<file path="config.mk">
export PLATFORM = sky130hd
export DESIGN_NAME = bitstream_loader
export DESIGN_NICKNAME = d
export VERILOG_FILES = /design/src/rtl/bitstream_pkg.sv /design/src/rtl/crc16_serial.sv /design/src/rtl/bitstream_loader.sv
export SDC_FILE = /design/constraint.sdc
export NUM_CORES = 1
export LEC_CHECK = 0
export ABC_AREA = 1
export CORE_ASPECT_RATIO = 0.6
export CORE_MARGIN = 3
export CORE_UTILIZATION = 50
export CTS_BUF_LIST = sky130_fd_sc_hd__clkbuf_16
export DETAILED_ROUTE_END_ITERATION = 10
export PLACE_DENSITY = 0.73
export SLEW_MARGIN = 20
export SYNTH_ARGS = -nofsm -noshare
export SYNTH_HDL_FRONTEND = slang
export SYNTH_SLANG_ARGS = --single-unit
</file>
<file path="constraint.sdc">
create_clock -name prog_clk -period 2.4 [get_ports prog_clk]
set_input_delay 0.36 -clock prog_clk [delete_from_list [all_inputs] [get_ports prog_clk]]
set_output_delay 0.36 -clock prog_clk [all_outputs]
set_load 0.01 [all_outputs]
</file>
<file path="src/rtl/bitstream_pkg.sv">
// Shared types and constants for the fabric configuration loader.
package bitstream_pkg;

    localparam int          WORD_W     = 32;
    localparam logic [15:0] CRC16_POLY = 16'h1021;
    localparam logic [15:0] CRC16_INIT = 16'hFFFF;

    typedef enum logic [1:0] {
        ST_IDLE     = 2'd0,
        ST_LOAD     = 2'd1,
        ST_READBACK = 2'd2,
        ST_DONE     = 2'd3
    } state_e;

    // One serial CRC-16-CCITT step, MSB-first, no reflection.
    function automatic logic [15:0] crc16_step(input logic [15:0] crc, input logic b);
        logic fb;
        fb = crc[15] ^ b;
        return {crc[14:0], 1'b0} ^ (fb ? CRC16_POLY : 16'h0000);
    endfunction

endpackage

</file>
<file path="src/rtl/crc16_serial.sv">
// Bit-serial CRC-16-CCITT accumulator with synchronous clear and enable.
module crc16_serial
    import bitstream_pkg::*;
(
    input  logic        clk_i,
    input  logic        rst_i,
    input  logic        clr_i,
    input  logic        en_i,
    input  logic        bit_i,
    output logic [15:0] crc_o
);

    logic [15:0] crc_q;
    logic [15:0] crc_d;

    // Next CRC value: clear wins over a data step.
    always_comb begin
        crc_d = crc_q;
        if (clr_i) begin
            crc_d = CRC16_INIT;
        end else if (en_i) begin
            crc_d = crc16_step(crc_q, bit_i);
        end else begin
            crc_d = crc_q;
        end
    end

    // CRC register.
    always_ff @(posedge clk_i) begin
        if (rst_i) begin
            crc_q <= CRC16_INIT;
        end else begin
            crc_q <= crc_d;
        end
    end

    assign crc_o = crc_q;

endmodule

</file>
<file path="src/rtl/bitstream_loader.sv">
// Serial configuration master: shifts 32-bit words MSB-first into the fabric
// programming chain, then optionally rotates the chain once to verify its CRC.
module bitstream_loader
    import bitstream_pkg::*;
#(
    parameter int CHAIN_LEN = 1024,
    parameter int VERIFY    = 1
) (
    input  logic        prog_clk,
    input  logic        prog_rst,
    input  logic        start,
    input  logic [31:0] s_data,
    input  logic        s_valid,
    output logic        s_ready,
    output logic        prog_data_o,
    output logic        prog_en_o,
    input  logic        prog_ret_i,
    output logic        busy,
    output logic        done,
    output logic        error,
    output logic [15:0] crc_o
);

    localparam int NWORDS    = (CHAIN_LEN + WORD_W - 1) / WORD_W;
    localparam int LAST_BITS = CHAIN_LEN - WORD_W * (NWORDS - 1);
    localparam int CW        = $clog2(CHAIN_LEN + 1);
    localparam int WW        = $clog2(NWORDS + 1);

    localparam logic [5:0]    LAST_BITS_V = 6'(LAST_BITS);
    localparam logic [CW-1:0] CHAIN_LEN_V = CW'(CHAIN_LEN);
    localparam logic [WW-1:0] NWORDS_V    = WW'(NWORDS);

    state_e        state_q,  state_d;
    logic [31:0]   shreg_q,  shreg_d;
    logic [5:0]    bits_q,   bits_d;
    logic [WW-1:0] words_q,  words_d;
    logic [CW-1:0] remain_q, remain_d;
    logic          error_q,  error_d;

    logic        start_s;
    logic        shift_s;
    logic        accept_s;
    logic        rb_s;
    logic [15:0] load_crc_s;
    logic [15:0] rb_crc_s;

    assign start_s  = start && ((state_q == ST_IDLE) || (state_q == ST_DONE));
    assign shift_s  = (state_q == ST_LOAD) && (bits_q != 6'd0);
    assign rb_s     = (state_q == ST_READBACK);
    // The next word is fetched while the last bit of the current one shifts.
    assign s_ready  = (state_q == ST_LOAD) && (words_q != WW'(0)) && (bits_q <= 6'd1);
    assign accept_s = s_valid && s_ready;

    assign prog_en_o   = shift_s || rb_s;
    assign prog_data_o = (state_q == ST_LOAD) ? shreg_q[31] : (rb_s ? prog_ret_i : 1'b0);
    assign busy        = (state_q == ST_LOAD) || rb_s;
    assign done        = (state_q == ST_DONE);
    assign error       = error_q;
    assign crc_o       = load_crc_s;

    crc16_serial u_load_crc (
        .clk_i (prog_clk),
        .rst_i (prog_rst),
        .clr_i (start_s),
        .en_i  (shift_s),
        .bit_i (shreg_q[31]),
        .crc_o (load_crc_s)
    );

    crc16_serial u_rb_crc (
        .clk_i (prog_clk),
        .rst_i (prog_rst),
        .clr_i (start_s),
        .en_i  (rb_s),
        .bit_i (prog_ret_i),
        .crc_o (rb_crc_s)
    );

    // Next-state logic for the load/readback sequencer.
    always_comb begin
        state_d  = state_q;
        shreg_d  = shreg_q;
        bits_d   = bits_q;
        words_d  = words_q;
        remain_d = remain_q;
        error_d  = error_q;
        case (state_q)
            ST_IDLE, ST_DONE: begin
                if (start) begin
                    state_d  = ST_LOAD;
                    shreg_d  = 32'h0000_0000;
                    bits_d   = 6'd0;
                    words_d  = NWORDS_V;
                    remain_d = CHAIN_LEN_V;
                    error_d  = 1'b0;
                end else begin
                    state_d = state_q;
                end
            end
            ST_LOAD: begin
                // A fetched word overrides the shift of the outgoing bit.
                if (accept_s) begin
                    shreg_d = s_data;
                    bits_d  = (words_q == WW'(1)) ? LAST_BITS_V : 6'd32;
                    words_d = words_q - WW'(1);
                end else if (shift_s) begin
                    shreg_d = {shreg_q[30:0], 1'b0};
                    bits_d  = bits_q - 6'd1;
                end else begin
                    shreg_d = shreg_q;
                end
                if (shift_s) begin
                    if (remain_q == CW'(1)) begin
                        state_d  = (VERIFY != 0) ? ST_READBACK : ST_DONE;
                        remain_d = CHAIN_LEN_V;
                    end else begin
                        remain_d = remain_q - CW'(1);
                    end
                end else begin
                    remain_d = remain_q;
                end
            end
            ST_READBACK: begin
                if (remain_q == CW'(1)) begin
                    state_d  = ST_DONE;
                    remain_d = CW'(0);
                    error_d  = (crc16_step(rb_crc_s, prog_ret_i) != load_crc_s);
                end else begin
                    remain_d = remain_q - CW'(1);
                end
            end
            default: begin
                state_d = ST_IDLE;
            end
        endcase
    end

    // Sequencer state registers.
    always_ff @(posedge prog_clk) begin
        if (prog_rst) begin
            state_q  <= ST_IDLE;
            shreg_q  <= 32'h0000_0000;
            bits_q   <= 6'd0;
            words_q  <= WW'(0);
            remain_q <= CW'(0);
            error_q  <= 1'b0;
        end else begin
            state_q  <= state_d;
            shreg_q  <= shreg_d;
            bits_q   <= bits_d;
            words_q  <= words_d;
            remain_q <= remain_d;
            error_q  <= error_d;
        end
    end

endmodule
</file>
==> impl_summary.md <==
Timing
The max-slew violation total from the final report is 0. Based on the critical path, the design can be clocked at up to 434 MHz. Setup violations remaining at the end of the flow were counted as 0. The setup total negative slack is 0 ns.

The relative max-transition margin is 69.5%. The number of hold-slack violations in the final timing report came to 0. The setup slack of the critical path after layout is 0.0961 ns.

The clock tree skew after final layout is 0.00966 ns. The tightest hold path in the finished design has a slack of 0.476 ns. After layout, the minimum clock period comes to 2.30 ns. The pin slew with the least headroom to its limit is 0.453 ns. The worst path uses 96.0% of the clock period.

Detailed routing
After detailed routing, the number of remaining DRC violations is 0. Wire segments on met2 add up to 4.76 mm in the final route. The detailed router used layers up to and including met4. The number of routed nets with antenna violations is 0.

The routed layout has 4362 vias. The detailed router finished its first iteration with 290 violations. The wire length the detailed router placed on met1 is 5.78 mm. The first TritonRoute pass finished after 6 iterations. The length of routed met3 wiring is 552 um.

The average via count per standard cell is 5.08. The final wirelength is 11.2 mm. The post-detailed-route wirelength per cell is 13.0 um.

Hold path
The worst hold path was traced through 2 stages. In this run the worst hold path is classified as register to register. The launch instance of the worst min-delay path is remain_q[9]. The endpoint of the worst hold-timing path is remain_q[9].

Clock network
The clock sink count is 90. TritonCTS built the clock tree. The later pin in the worst-skew pair is clocked with a latency of 0.35 ns. The cell at the root of the clock tree is sky130_fd_sc_hd__clkbuf_16. After clock tree synthesis, the flow added hold-fix buffers numbering 0. The clock-pin slew of the registers on the worst-case setup and hold paths is 0.06 ns.

In this run the deepest clock path goes through 2 buffers. The number of buffers added by the clock tree synthesis step is 9. The H-tree depth reported by CTS is 3.

Logic synthesis
For this run, the number of Yosys warnings is 0. The synthesized flop and latch total is 90. The synthesized netlist contains 31 unique library cells. Synthesis handed over a netlist of 693 instances. Of all flip-flops after synthesis, the portion carrying an async set or reset was 0%. The netlist area before placement is 4670 um2.

Among all flip-flop cells after synthesis, the most frequent one is sky130_fd_sc_hd__dfxtp_1. Summing the sequential cell areas from Yosys gives 38.6% of the chip area. The number of enable flip-flop cells after synthesis is 0. The number of nets in the synthesized netlist is 739. In this run the mean area of a mapped cell was 6.73 um2.

Power and ir drop
In this run the power density over the cells is 1300 nW/um2. Summed over all cells, the static leakage comes to 2.77 nW. The worst-case IR drop observed on VDD is 0.729 mV.

Floorplanning
The die area is 10600 um2. The die is 131 um wide. The floorplan die height is 80.8 um. The number of placement rows is 26. The effective utilization at floorplan is 53.1%. The total core area is 8780 um2.

Pin placement for this block handled 59 I/O pins.

Final layout
The filler cells instantiated in the layout total 799. The count of inserted antenna diode cells is 0. The final layout contains 788 nets. The sequential cell area in the final layout is 1800 um2. Of the cells placed in the final design, the portion with a size suffix greater than 1 is 6.43%. The layout overhead on the synthesized area is 21.4%. The number of standard cells in the final layout excluding fillers is 859. The multi-input gate area in the final layout is 2400 um2.

Place
After detailed placement, the design holds a cell count of 842. The congestion estimate from routability-driven global placement came to 0.840. The count of buffers from port buffering is 58. The half-perimeter wire length of the detailed placement result is 7.69 mm. OpenSTA, run right after detailed placement, puts the worst setup slack at 0.214 ns.

Run status
The run finished with clean final reports.

Critical path
The signal on the critical path passes through inv_1, ha_1, inv_1, clkdlybuf4s50_1. By instance count, the cell type seen most on the critical path is sky130_fd_sc_hd__inv_1. The origin of the critical flop-to-flop path is state_q[0].

The total buffers and inverters traversed by the critical path is 3. Along the worst path, the maximum fanout reaches 5. The setup check on the worst reg-to-reg path leaves a slack of 0.25 ns. The maximum single-stage delay on the critical path is 0.56 ns.

The worst setup path is of the register to output port kind. Data on the critical path arrives at its endpoint at 1.94 ns. The launch point of the worst path is state_q[0]. The kind of cell adding the most delay to the critical path is buffers and inverters. The number of cells on the worst reg-to-reg path is 9.

The nature of the critical path endpoint is an output port. The critical path's slowest cell is sky130_fd_sc_hd__clkdlybuf4s50_1. STA classifies the critical path startpoint as a register. The end of the worst register-to-register path is remain_q[7].

The worst path required time is 2.04 ns.

Global route
The via count of the first global-routing pass is 3939. Entering global routing, the biggest net connects 74 pins. The leftover overflow at the end of global routing is 0. Global routing used 21.7% of the available tracks across all layers. The first global-routing pass estimated 18.5 mm of wire. The initial antenna violation count came to 0.

Flow run
The max-capacitance violation count is 0.
-- how the worst max path moves through the flow --
stage | endpoint | slack [ns] | cells past startpoint
floorplan | remain_q[4] | 0.59 | 8
global placement | bits_q[5] | 0.26 | 11
detailed placement | bits_q[5] | 0.21 | 11
CTS | s_ready | -0.006 | 6
global route | prog_data_o | -0.005 | 5
finish | busy | 0.1 | 4
-- stage by stage --
step | power [mW] | instance area, um2 | utilization, %
floorplan | 4.98 | 4670 | -
global placement | 5.69 | 5320 | 60.6
detailed placement | 5.83 | 5320 | 60.6
CTS | 7.32 | 5630 | 64.1
global route | 8.03 | 5670 | 64.5
finish | 7.35 | 5670 | 64.5
-- cell families after synthesis --
family	count (synthesis)	share of synthesized area [%]
AND/OR/NAND/NOR	323	28.6
XOR/XNOR	23	4.32
flip-flops	90	38.6
AO/OA/AOI/OAI	130	15.5
adder cells (fa/ha/maj)	9	2.41
buffers and inverters	118	10.6
-- synthesized netlist by cell type (all sizes together), types with 9 or more instances --
cell type    n  area share [%]
a21oi       20             2.2
buf         16             2.4
clkbuf      18             1.4
dfxtp       90              39
ha           9             2.4
inv         84             6.8
nand2      181              15
nand3       35             4.1
nor2        97             7.9
o211ai      24             3.9
o21ai       84             9.1
xnor2       11             2.1
xor2        12             2.3
-- layout by cell type, fill, tap and decap left out, types with 9 or more instances in the layout --
cell type / instances
sky130_fd_sc_hd__inv_1: 82
sky130_fd_sc_hd__a21oi_1: 18
sky130_fd_sc_hd__nand3_1: 33
sky130_fd_sc_hd__nand2_1: 177
sky130_fd_sc_hd__buf_4: 12
sky130_fd_sc_hd__dfxtp_1: 88
sky130_fd_sc_hd__clkdlybuf4s50_1: 58
sky130_fd_sc_hd__xor2_1: 12
sky130_fd_sc_hd__o21ai_0: 83
sky130_fd_sc_hd__o211ai_1: 24
sky130_fd_sc_hd__xnor2_1: 11
sky130_fd_sc_hd__nor2_1: 95
sky130_fd_sc_hd__clkbuf_16: 9
-- state kept, by name (all words and copies together), names as in the netlist --
| register | cells |
|---|---|
| shreg_q | 32 |
| u_load_crc.crc_o | 16 |
| u_rb_crc.crc_o | 16 |
| remain_q | 11 |
| bits_q | 6 |
| words_q | 6 |
| state_q | 2 |
| error | 1 |
-- area by class of cell --
cell class	count	area share (%)
Multi-Input combinational cell	485	42.3
Sequential cell	90	31.8
Timing Repair Buffer	72	12.4
Inverter	84	5.56
Clock buffer	9	3.97
Tap cell	112	2.47
Clock inverter	7	1.44
-- where the power goes --
group | switching (mW) | total [mW] | internal [mW]
logic | 2.22 | 3.65 | 1.43
clock network | 0.632 | 1.46 | 0.826
registers | 0.329 | 2.24 | 1.91
total | 3.18 | 7.35 | 4.17
-- per-layer routing --
layer | up-vias | GRT usage [%]
met4 | 0 | 4.72
met5 | - | 0
li1 | 2281 | -
met1 | 1978 | 31.4
met3 | 9 | 4.99
met2 | 94 | 32.9
-- worst register-to-register path: stages, from the launching register on --
cell,delay (ns)
sky130_fd_sc_hd__dfxtp_2,0.39
sky130_fd_sc_hd__inv_1,0.09
sky130_fd_sc_hd__ha_1,0.39
sky130_fd_sc_hd__inv_1,0.18
sky130_fd_sc_hd__nor2_1,0.07
sky130_fd_sc_hd__nor2_1,0.26
sky130_fd_sc_hd__inv_1,0.22
sky130_fd_sc_hd__o211ai_1,0.22
sky130_fd_sc_hd__buf_4,0.18
sky130_fd_sc_hd__nor2_1,0.05
-- what timing repair did --
item	in CTS	in global routing
resized for setup	2	7
pin swaps	0	1
setup endpoints to repair	1	4
setup buffers	0	1
cloned	0	0
(Power assumes the default switching activity.)
